[src/rtl/wash_cycle_sequencer.sv]
// Washing-machine cycle controller: fill, wash, drain, rinse passes and spin,
// with pause/resume, abort-through-drain, fill/drain watchdogs and coded errors.
module wash_cycle_sequencer #(
  parameter int TIMER_W       = 8,
  parameter int WD_W          = 6,
  parameter int FILL_TIMEOUT  = 40,
  parameter int DRAIN_TIMEOUT = 30,
  parameter int RINSE_TIME    = 4
) (
  input  logic               clk,
  input  logic               reset,
  input  logic               tick,
  input  logic               start,
  input  logic               pause,
  input  logic               abort,
  input  logic [1:0]         cycle_select,
  input  logic [1:0]         water_level_select,
  input  logic               lid_closed,
  input  logic               load_balanced,
  input  logic               water_full,
  input  logic               water_empty,
  output logic               motor_on,
  output logic               motor_fast,
  output logic               water_pump_on,
  output logic               drain_on,
  output logic               door_locked,
  output logic               alarm,
  output logic [2:0]         error_code,
  output logic               end_of_cycle_alarm,
  output logic [3:0]         state_out,
  output logic [TIMER_W-1:0] timer_output,
  output logic [1:0]         rinse_left
);

  typedef enum logic [3:0] {
    IDLE   = 4'd0,
    FILL   = 4'd1,
    WASH   = 4'd2,
    DRAIN  = 4'd3,
    RINSE  = 4'd4,
    SPIN   = 4'd5,
    DONE   = 4'd6,
    PAUSED = 4'd7,
    ERROR  = 4'd8
  } state_t;

  state_t             state_q, state_d, saved_q, saved_d;
  logic [TIMER_W-1:0] timer_q, timer_d, wash_load, spin_load;
  logic [WD_W-1:0]    wd_q, wd_d;
  logic [1:0]         rinse_q, rinse_d, rinse_load;
  logic [2:0]         err_q, err_d;
  logic               wash_done_q, wash_done_d, aborting_q, aborting_d;
  logic               timer_exp, fill_to, drain_to;
  logic               motor_on_q, motor_on_d, motor_fast_q, motor_fast_d;
  logic               pump_q, pump_d, drain_q, drain_d, lock_q, lock_d;
  logic               alarm_q, alarm_d, eoc_q, eoc_d;

  always_comb begin
    case (cycle_select)
      2'd0:    begin wash_load = TIMER_W'(5);  rinse_load = 2'd1; end
      2'd1:    begin wash_load = TIMER_W'(10); rinse_load = 2'd2; end
      2'd2:    begin wash_load = TIMER_W'(15); rinse_load = 2'd3; end
      default: begin wash_load = TIMER_W'(8);  rinse_load = 2'd2; end
    endcase
    case (water_level_select)
      2'd0:    spin_load = TIMER_W'(3);
      2'd1:    spin_load = TIMER_W'(5);
      default: spin_load = TIMER_W'(7);
    endcase
  end

  assign timer_exp = tick && (timer_q == TIMER_W'(1));
  assign fill_to   = tick && (wd_q == WD_W'(FILL_TIMEOUT - 1));
  assign drain_to  = tick && (wd_q == WD_W'(DRAIN_TIMEOUT - 1));

  always_ff @(posedge clk or posedge reset) begin
    if (reset) begin
      state_q      <= IDLE;
      saved_q      <= IDLE;
      timer_q      <= '0;
      wd_q         <= '0;
      rinse_q      <= '0;
      err_q        <= '0;
      wash_done_q  <= 1'b0;
      aborting_q   <= 1'b0;
      motor_on_q   <= 1'b0;
      motor_fast_q <= 1'b0;
      pump_q       <= 1'b0;
      drain_q      <= 1'b0;
      lock_q       <= 1'b0;
      alarm_q      <= 1'b0;
      eoc_q        <= 1'b0;
    end else begin
      state_q      <= state_d;
      saved_q      <= saved_d;
      timer_q      <= timer_d;
      wd_q         <= wd_d;
      rinse_q      <= rinse_d;
      err_q        <= err_d;
      wash_done_q  <= wash_done_d;
      aborting_q   <= aborting_d;
      motor_on_q   <= motor_on_d;
      motor_fast_q <= motor_fast_d;
      pump_q       <= pump_d;
      drain_q      <= drain_d;
      lock_q       <= lock_d;
      alarm_q      <= alarm_d;
      eoc_q        <= eoc_d;
    end
  end

  always_comb begin
    state_d     = state_q;
    saved_d     = saved_q;
    err_d       = err_q;
    wash_done_d = wash_done_q;
    aborting_d  = aborting_q;
    rinse_d     = rinse_q;
    case (state_q)
      IDLE: if (start) begin
        if (!lid_closed)         begin state_d = ERROR; err_d = 3'd1; end
        else if (!load_balanced) begin state_d = ERROR; err_d = 3'd2; end
        else begin state_d = FILL; rinse_d = rinse_load; wash_done_d = 1'b0; end
      end
      FILL: begin
        if (!lid_closed)     begin state_d = ERROR; err_d = 3'd1; end
        else if (fill_to)    begin state_d = ERROR; err_d = 3'd3; end
        else if (abort)      begin state_d = DRAIN; aborting_d = 1'b1; end
        else if (water_full) state_d = wash_done_q ? RINSE : WASH;
      end
      WASH, RINSE, SPIN: begin
        if (!lid_closed) begin state_d = ERROR; err_d = 3'd1; end
        else if (state_q == SPIN && !load_balanced) begin state_d = ERROR; err_d = 3'd2; end
        else if (abort) begin state_d = DRAIN; aborting_d = 1'b1; end
        else if (pause) begin state_d = PAUSED; saved_d = state_q; end
        else if (timer_exp) begin
          state_d = (state_q == SPIN) ? DONE : DRAIN;
          if (state_q == WASH) wash_done_d = 1'b1;
        end
      end
      DRAIN: begin
        if (!lid_closed)   begin state_d = ERROR; err_d = 3'd1; end
        else if (drain_to) begin state_d = ERROR; err_d = 3'd4; end
        else if (water_empty) begin
          if (aborting_q)          begin state_d = IDLE; aborting_d = 1'b0; end
          else if (rinse_q != '0) state_d = FILL;
          else                     state_d = SPIN;
        end
      end
      DONE:   state_d = IDLE;
      PAUSED: begin
        if (abort)                       begin state_d = DRAIN; aborting_d = 1'b1; end
        else if (!pause && lid_closed) state_d = saved_q;
      end
      ERROR: if (start && water_empty) begin
        state_d    = IDLE;
        err_d      = '0;
        aborting_d = 1'b0;
      end
      default: state_d = IDLE;
    endcase

    // Resuming from PAUSED keeps the frozen countdown and does not consume a rinse pass.
    timer_d = '0;
    wd_d    = '0;
    if (state_d == state_q) begin
      wd_d = (tick && (state_q == FILL || state_q == DRAIN)) ? wd_q + 1'b1 : wd_q;
      if (state_q == WASH || state_q == RINSE || state_q == SPIN)
        timer_d = (tick && timer_q != '0) ? timer_q - 1'b1 : timer_q;
      else if (state_q == PAUSED)
        timer_d = timer_q;
    end else begin
      case (state_d)
        WASH:   timer_d = (state_q == PAUSED) ? timer_q : wash_load;
        SPIN:   timer_d = (state_q == PAUSED) ? timer_q : spin_load;
        PAUSED: timer_d = timer_q;
        RINSE: begin
          if (state_q == PAUSED) timer_d = timer_q;
          else begin
            timer_d = TIMER_W'(RINSE_TIME);
            if (rinse_q != '0) rinse_d = rinse_q - 1'b1;
          end
        end
        default: timer_d = '0;
      endcase
    end
  end

  always_comb begin
    motor_on_d   = state_d inside {WASH, RINSE, SPIN};
    motor_fast_d = (state_d == SPIN);
    pump_d       = (state_d == FILL);
    drain_d      = (state_d inside {DRAIN, SPIN}) || (state_d == ERROR && !water_empty);
    lock_d       = state_d inside {FILL, WASH, DRAIN, RINSE, SPIN, PAUSED};
    alarm_d      = (state_d == ERROR);
    eoc_d        = (state_d == DONE);
  end

  assign motor_on           = motor_on_q;
  assign motor_fast         = motor_fast_q;
  assign water_pump_on      = pump_q;
  assign drain_on           = drain_q;
  assign door_locked        = lock_q;
  assign alarm              = alarm_q;
  assign error_code         = err_q;
  assign end_of_cycle_alarm = eoc_q;
  assign state_out          = state_q;
  assign timer_output       = timer_q;
  assign rinse_left         = rinse_q;

endmodule

[config.mk]
export PLATFORM = sky130hd
export DESIGN_NAME = wash_cycle_sequencer
export DESIGN_NICKNAME = d
export VERILOG_FILES = /design/src/rtl/wash_cycle_sequencer.sv
export SDC_FILE = /design/constraint.sdc
export NUM_CORES = 1
export LEC_CHECK = 0
export ABC_AREA = 1
export BUFFER_PORTS_ARGS = -buffer_cell sky130_fd_sc_hd__buf_2
export CELL_PAD_IN_SITES_DETAIL_PLACEMENT = 0
export CELL_PAD_IN_SITES_GLOBAL_PLACEMENT = 1
export CORE_ASPECT_RATIO = 1.5
export CORE_MARGIN = 2
export CORE_UTILIZATION = 37
export CTS_CLUSTER_DIAMETER = 30
export DETAILED_ROUTE_END_ITERATION = 16
export PLACE_DENSITY = 0.88
export SLEW_MARGIN = 20
export SYNTH_ARGS = -nofsm -noshare
export SYNTH_HDL_FRONTEND = slang
export SYNTH_SLANG_ARGS = --single-unit
[constraint.sdc]
create_clock -name clk -period 2 [get_ports clk]
set_input_delay 0.4 -clock clk [delete_from_list [all_inputs] [get_ports clk]]
set_output_delay 0.4 -clock clk [all_outputs]
set_load 0.02 [all_outputs]
After elaboration in Yosys (flattened, before gate mapping)
Cells that the tools add are included.
{"block": "classes", "n_addsub": 3, "n_eq_ne": 48, "n_mux": 75, "bitwise_logic": 2, "reduce_logical": 33}
{"op": "$mux W4", "n": 18}
{"op": "$mux W8", "n": 7}
{"op": "$mux W3", "n": 14}
{"op": "$ne A2 B2 Y1 const B", "n": 16}
{"op": "$pmux W8 S4", "n": 1}
{"op": "$eq A4 B3 Y1 const B", "n": 7}
{"op": "$ne A3 B3 Y1 const B", "n": 8}
{"op": "$pmux W4 S6", "n": 1}
{"op": "$mux W1", "n": 18}
{"op": "$eq A4 B2 Y1 const B", "n": 4}
{"op": "$mux W2", "n": 8}
{"op": "$pmux W3 S5", "n": 1}
{"op": "$mux W6", "n": 2}
{"op": "$pmux W4 S3", "n": 1}
{"op": "$reduce_and A10 Y1", "n": 1}
{"op": "$reduce_bool A5 Y1", "n": 2}
{"op": "$logic_and A1 B1 Y1", "n": 9}
{"op": "$reduce_and A9 Y1", "n": 1}
{"op": "$eq A4 B1 Y1 const B", "n": 2}
{"op": "$eq A4 B4 Y1 const B", "n": 2}
{"op": "$eq A8 B1 Y1 const B", "n": 1}
{"op": "$reduce_bool A8 Y1", "n": 1}
{"op": "$sub A8 B1 Y8 const B", "n": 1}
{"op": "$reduce_and A7 Y1", "n": 1}
{"op": "other kinds (24)", "n": 34}
{"block": "word_totals", "reg_bits": 36, "inputBits": 14, "out_inout_bits": 24, "elab_cells": 176}

Logic depth before layout (Yosys ltp)
{"block": "depth", "ltp_word": 11, "ltp_mapped": 21, "mapped_depth_nobuf": 21}

Worst setup path before layout
No wires, ideal clock.
{"block": "synth_path", "kind": "reg2reg", "start": "reg state_q[0], in the netlist state_out[0]", "end": "reg timer_q[2], in the netlist timer_output[2]", "setup_ns": 0.117, "arrival_time_ns": 2.103, "t_required_ns": 1.883, "setup_slack_ns": -0.221, "stages_incl_launch_ff": 18, "n_path_buf": 1, "period_less_slack_ns": 2.221, "cell_sequence": "dfrtp_1 -> buf_4 -> inv_2 -> nor2_1 -> nand3b_1 -> nand2_1 -> inv_1 -> nand2_1 -> nor2_2 -> nor2_4 -> xor2_2 -> nor2_8 -> nand2_8 -> inv_4 -> nand2_4 -> nand2_4 -> nand2_1 -> nand2_1"}
{"block": "synth_between", "elab_chain_len": 11, "elab_cells_between_ends": 45, "cone_classes": "18 x eq/ne; 21 x mux; 6 x reduce/logical"}
{"element": "start, declared", "line_no": "47", "source": "state_t state_q, state_d, saved_q, saved_d;"}
{"element": "start signal, assigned", "line_no": "94", "source": "state_q <= state_d;"}
{"element": "$eq A4 B3 Y1"}
{"element": "$mux W3", "line_no": "137", "source": "state_d = (state_q == SPIN) ? DONE : DRAIN;"}
{"element": "$mux W4", "line_no": "136", "source": "else if (timer_exp) begin"}
{"element": "$mux W4", "line_no": "135", "source": "else if (pause) begin state_d = PAUSED; saved_d = state_q; end"}
{"element": "$mux W4", "line_no": "134", "source": "else if (abort) begin state_d = DRAIN; aborting_d = 1'b1; end"}
{"element": "$mux W4", "line_no": "133", "source": "else if (state_q == SPIN && !load_balanced) begin state_d = ERROR; err_d = 3'd2; end"}
{"element": "$mux W4", "line_no": "132", "source": "if (!lid_closed) begin state_d = ERROR; err_d = 3'd1; end"}
{"element": "$pmux W4 S6", "line_no": "119", "source": "case (state_q)"}
{"element": "$eq A4 B4 Y1 (tied with other cells)", "line_no": "166", "source": "if (state_d == state_q) begin"}
{"element": "$ne A3 B2 Y1 (no source line) (tied with other cells)"}
{"element": "$reduce_and A6 Y1 (no source line) or $mux W8 (tied branches)"}
{"element": "end signal, assigned", "line_no": "96", "source": "timer_q <= timer_d;"}
{"element": "end, declared", "line_no": "48", "source": "logic [TIMER_W-1:0] timer_q, timer_d, wash_load, spin_load;"}
Several ways; a longest one is shown, not always the timed one.
A chain may end at the register's enable or synchronous reset.

Worst setup path in the final report
{"block": "layout_path", "start": "reg state_q[3], in the netlist state_out[3]", "end": "reg timer_q[5], in the netlist timer_output[5]"}
The elaborated chain is that of the path after synthesis.

==> out/metrics.yaml <==
status: "complete, but fails checks"
violations: "negative setup slack"
post-route-period-util_pct: 116
syn_area_mm2: 0.00270
dpl.hpwl_um: 6880
grtUsageTotal_pct: 25.0
crit_fanout: 8
drt_first_pass_iters: 4
final_area_mm2: 0.00470
worst_pin_slew_ns: 0.479
yosysTopAreaCell: "dfrtp_1"
path_class: "reg2reg"
post_drt_wl_per_cell_um: 15.6
core.rowCount: 38
diodes: 0
fmax_mhz: 429
cp-endpoint: "timer_output[5]"
seqCellArea_um2: 907
ios: 38
rsz0062_at_grt: "true"
synth-async-reset-ratio_pct: 100
pre_cts_ws_ns: -0.392
timing.slew.headroom_pct: 68.1
ys_seq_area_share_pct: 33.3
hold_slack_ns: 0.202
reg2reg_to: "timer_output[5]"
ys.flop_type: "dfrtp_1"
drtIter0Drc: 328
numCtsBuffers: 5
dpl_cell_area_mm2: 0.00379
grt_pass1_vias: 3261
cts_tree: "yes"
start_util_pct: 37.7
fin_crit_ns: 2.33
power_density_mw_per_mm2: 833
timing.final.max_slew_violations: 0
synthTopCellsByArea: "dfrtp_1, nand2_1, nor2_1"
multi_input_area_mm2: 0.00209
clock-sinks: 36
clk_pin_slew_ns: 0.08
ant_nets: 0
avgSynthCellArea_um2: 7.02
drv_cap: 0
setup_viol: 25
numPortBuffers: 37
antenna_found_initial: 0
drc_errors: 0
leakagePower_uw: 0.00246
synth-edff-count: 0
crit_path_end_kind: "register"
ys_ff_latch: 36
grt_max_degree: 37
synth_nets: 407
synthCells: 385
grt_pass1_wl_um: 15200
synth_cell_type_count: 40
cts-htree-levels: 2
nFillCells: 533
hold_violations: 0
arrival_ns: 2.53
reg2reg_from: "state_out[3]"
viasPerCell: 5.04
vias: 3335
irDropWorstVdd_v: 0.000531
core_area_mm2: 0.00718
clockBufferDepth: 2
startpoint: "state_out[3]"
r2r_cells: 16
syn_to_final_growth_pct: 73.9
timing.reg2reg.setup_slack_ns: -0.33
die-area_mm2: 0.00802
drive_above_1_share_pct: 53.9
cts-root-buf: "clkbuf_8"
clk_latency_ns: 0.30
synth_top_cell_area_share_pct: 33.3
finClkSkew_ns: 0.00453
die_h_um: 109
finalWorstSetupSlack_ns: -0.330
yosysWarnings: 0
routabilityCongestion: 0.979
hold_path_class: "in2async"
nets: 583
holdBufCountCts: 0
cp-start-kind: "register"
finalSetupTns_ns: -5.70
grt_overflow: 0
crit_required_ns: 2.20
wirelength_um: 10300
die_w_um: 73.8
## kinds of logic (layout without fill, tap and decap cells)
| logic type | count (synthesis) | in the layout | share of synthesized area, % |
|---|---|---|---|
| buffers and inverters | 56 | 231 | 8.56 |
| adder cells (fa/ha/maj) | 8 | 8 | 3.70 |
| AO/OA/AOI/OAI | 35 | 35 | 7.45 |
| flip-flops | 36 | 36 | 33.3 |
| multiplexers | 1 | 1 | 0.416 |
| XOR/XNOR | 12 | 12 | 4.17 |
| AND/OR/NAND/NOR | 237 | 239 | 42.4 |
## repair_timing
action                                  4_1_cts  5_1_grt
pin swaps                                    36       52
cloned                                        2        0
setup buffers                                21       17
gates resized for setup                      51       85
endpoints found under the setup margin       27       29
## sequential cells by signal (all words and copies together) (netlist names), 2 cells and up
register      cells
timer_output      8
error_code        3
rinse_left        2
state_out         4
wd_q              6
saved_q           4
## cell usage in the layout (no fill, tap or decap), types with 3 or more instances in the layout
| master | n |
|---|---|
| nor4_1 | 3 |
| nand3_2 | 8 |
| nand3_4 | 7 |
| a21oi_2 | 3 |
| nand4_1 | 11 |
| inv_2 | 6 |
| nor2_2 | 7 |
| dfrtp_1 | 31 |
| inv_1 | 40 |
| dfrtp_2 | 5 |
| nor2_4 | 21 |
| xor2_1 | 9 |
| buf_6 | 15 |
| nand2_4 | 9 |
| a21oi_1 | 8 |
| nand2_2 | 29 |
| nand3_1 | 22 |
| clkbuf_8 | 7 |
| o21ai_0 | 14 |
| nor2_1 | 30 |
| ha_1 | 5 |
| inv_4 | 5 |
| nand2_8 | 3 |
| buf_2 | 37 |
| nand2_1 | 74 |
| nor3_2 | 5 |
| buf_4 | 118 |
## metal layers
metal | vias to the layer above | global-route usage [%] | part of all wire [%]
met3 | 35 | 3.88 | 4.4
li1 | 1589 | - | -
met5 | - | 0 | 0
met4 | 0 | 15.1 | 4.5
met1 | 1590 | 26.9 | 37
met2 | 121 | 44.5 | 54
## area by class of cell
| class | instances | area share (%) |
|---|---|---|
| Sequential cell | 36 | 19.3 |
| Timing Repair Buffer | 171 | 26.8 |
| Multi-Input combinational cell | 295 | 44.4 |
| Tap cell | 100 | 2.66 |
| Inverter | 52 | 4.68 |
| Clock buffer | 8 | 2.13 |
## stage by stage
stage               util, %  instances  total power (uW)
global route           65.5        662              4150
floorplan                 -        385              2040
global placement       52.8        617              2640
CTS                    59.5        648              3640
detailed placement     52.8        617              2680
finish                 65.5        662              3920
## Yosys cell counts (3+ instances only)
library cell  count
a21oi_1          12
nand2_4           3
ha_1              8
nand2_1         106
dfrtp_1          36
nand2_2           4
xor2_1            9
nor4_1            4
nor2_2            6
nand3_1          32
nor2_4            4
inv_1            44
nand4_1          11
o21ai_0          15
inv_4             3
nor2_1           48
nor3_1            8
inv_2             5
## worst min path at each step
stage	from	endpoint	slack [ns]	cells after the start
2_1_floorplan	saved_q[3]	saved_q[3]	0.46	2
3_3_place_gp	saved_q[3]	saved_q[3]	0.48	2
3_5_place_dp	saved_q[3]	saved_q[3]	0.49	2
4_1_cts	reset	timer_output[0]	0.21	3
5_1_grt	reset	wd_q[5]	0.24	3
6_report	reset	wd_q[5]	0.20	3
## worst max-delay path: stages, from the launching register on
cell,delay (ns)
dfrtp_2,0.48
nor2_4,0.16
inv_2,0.07
buf_6,0.12
nor2_4,0.22
o31ai_4,0.12
nand3_2,0.11
nor2_4,0.07
buf_6,0.12
nor2_4,0.11
nand3_2,0.12
nand2_2,0.14
nand2_4,0.07
nand3_4,0.11
nand2_8,0.09
nand2_1,0.06
nand2_1,0.05
## power by group
part	leakage (uW)	internal [uW]	switching [uW]	total [uW]
clock	0.0000515	315	282	597
combinational	0.00194	1010	1380	2390
sequential	0.000470	827	101	928
total	0.00246	2150	1770	3920
No activity file was read; power rests on OpenSTA's default activity.
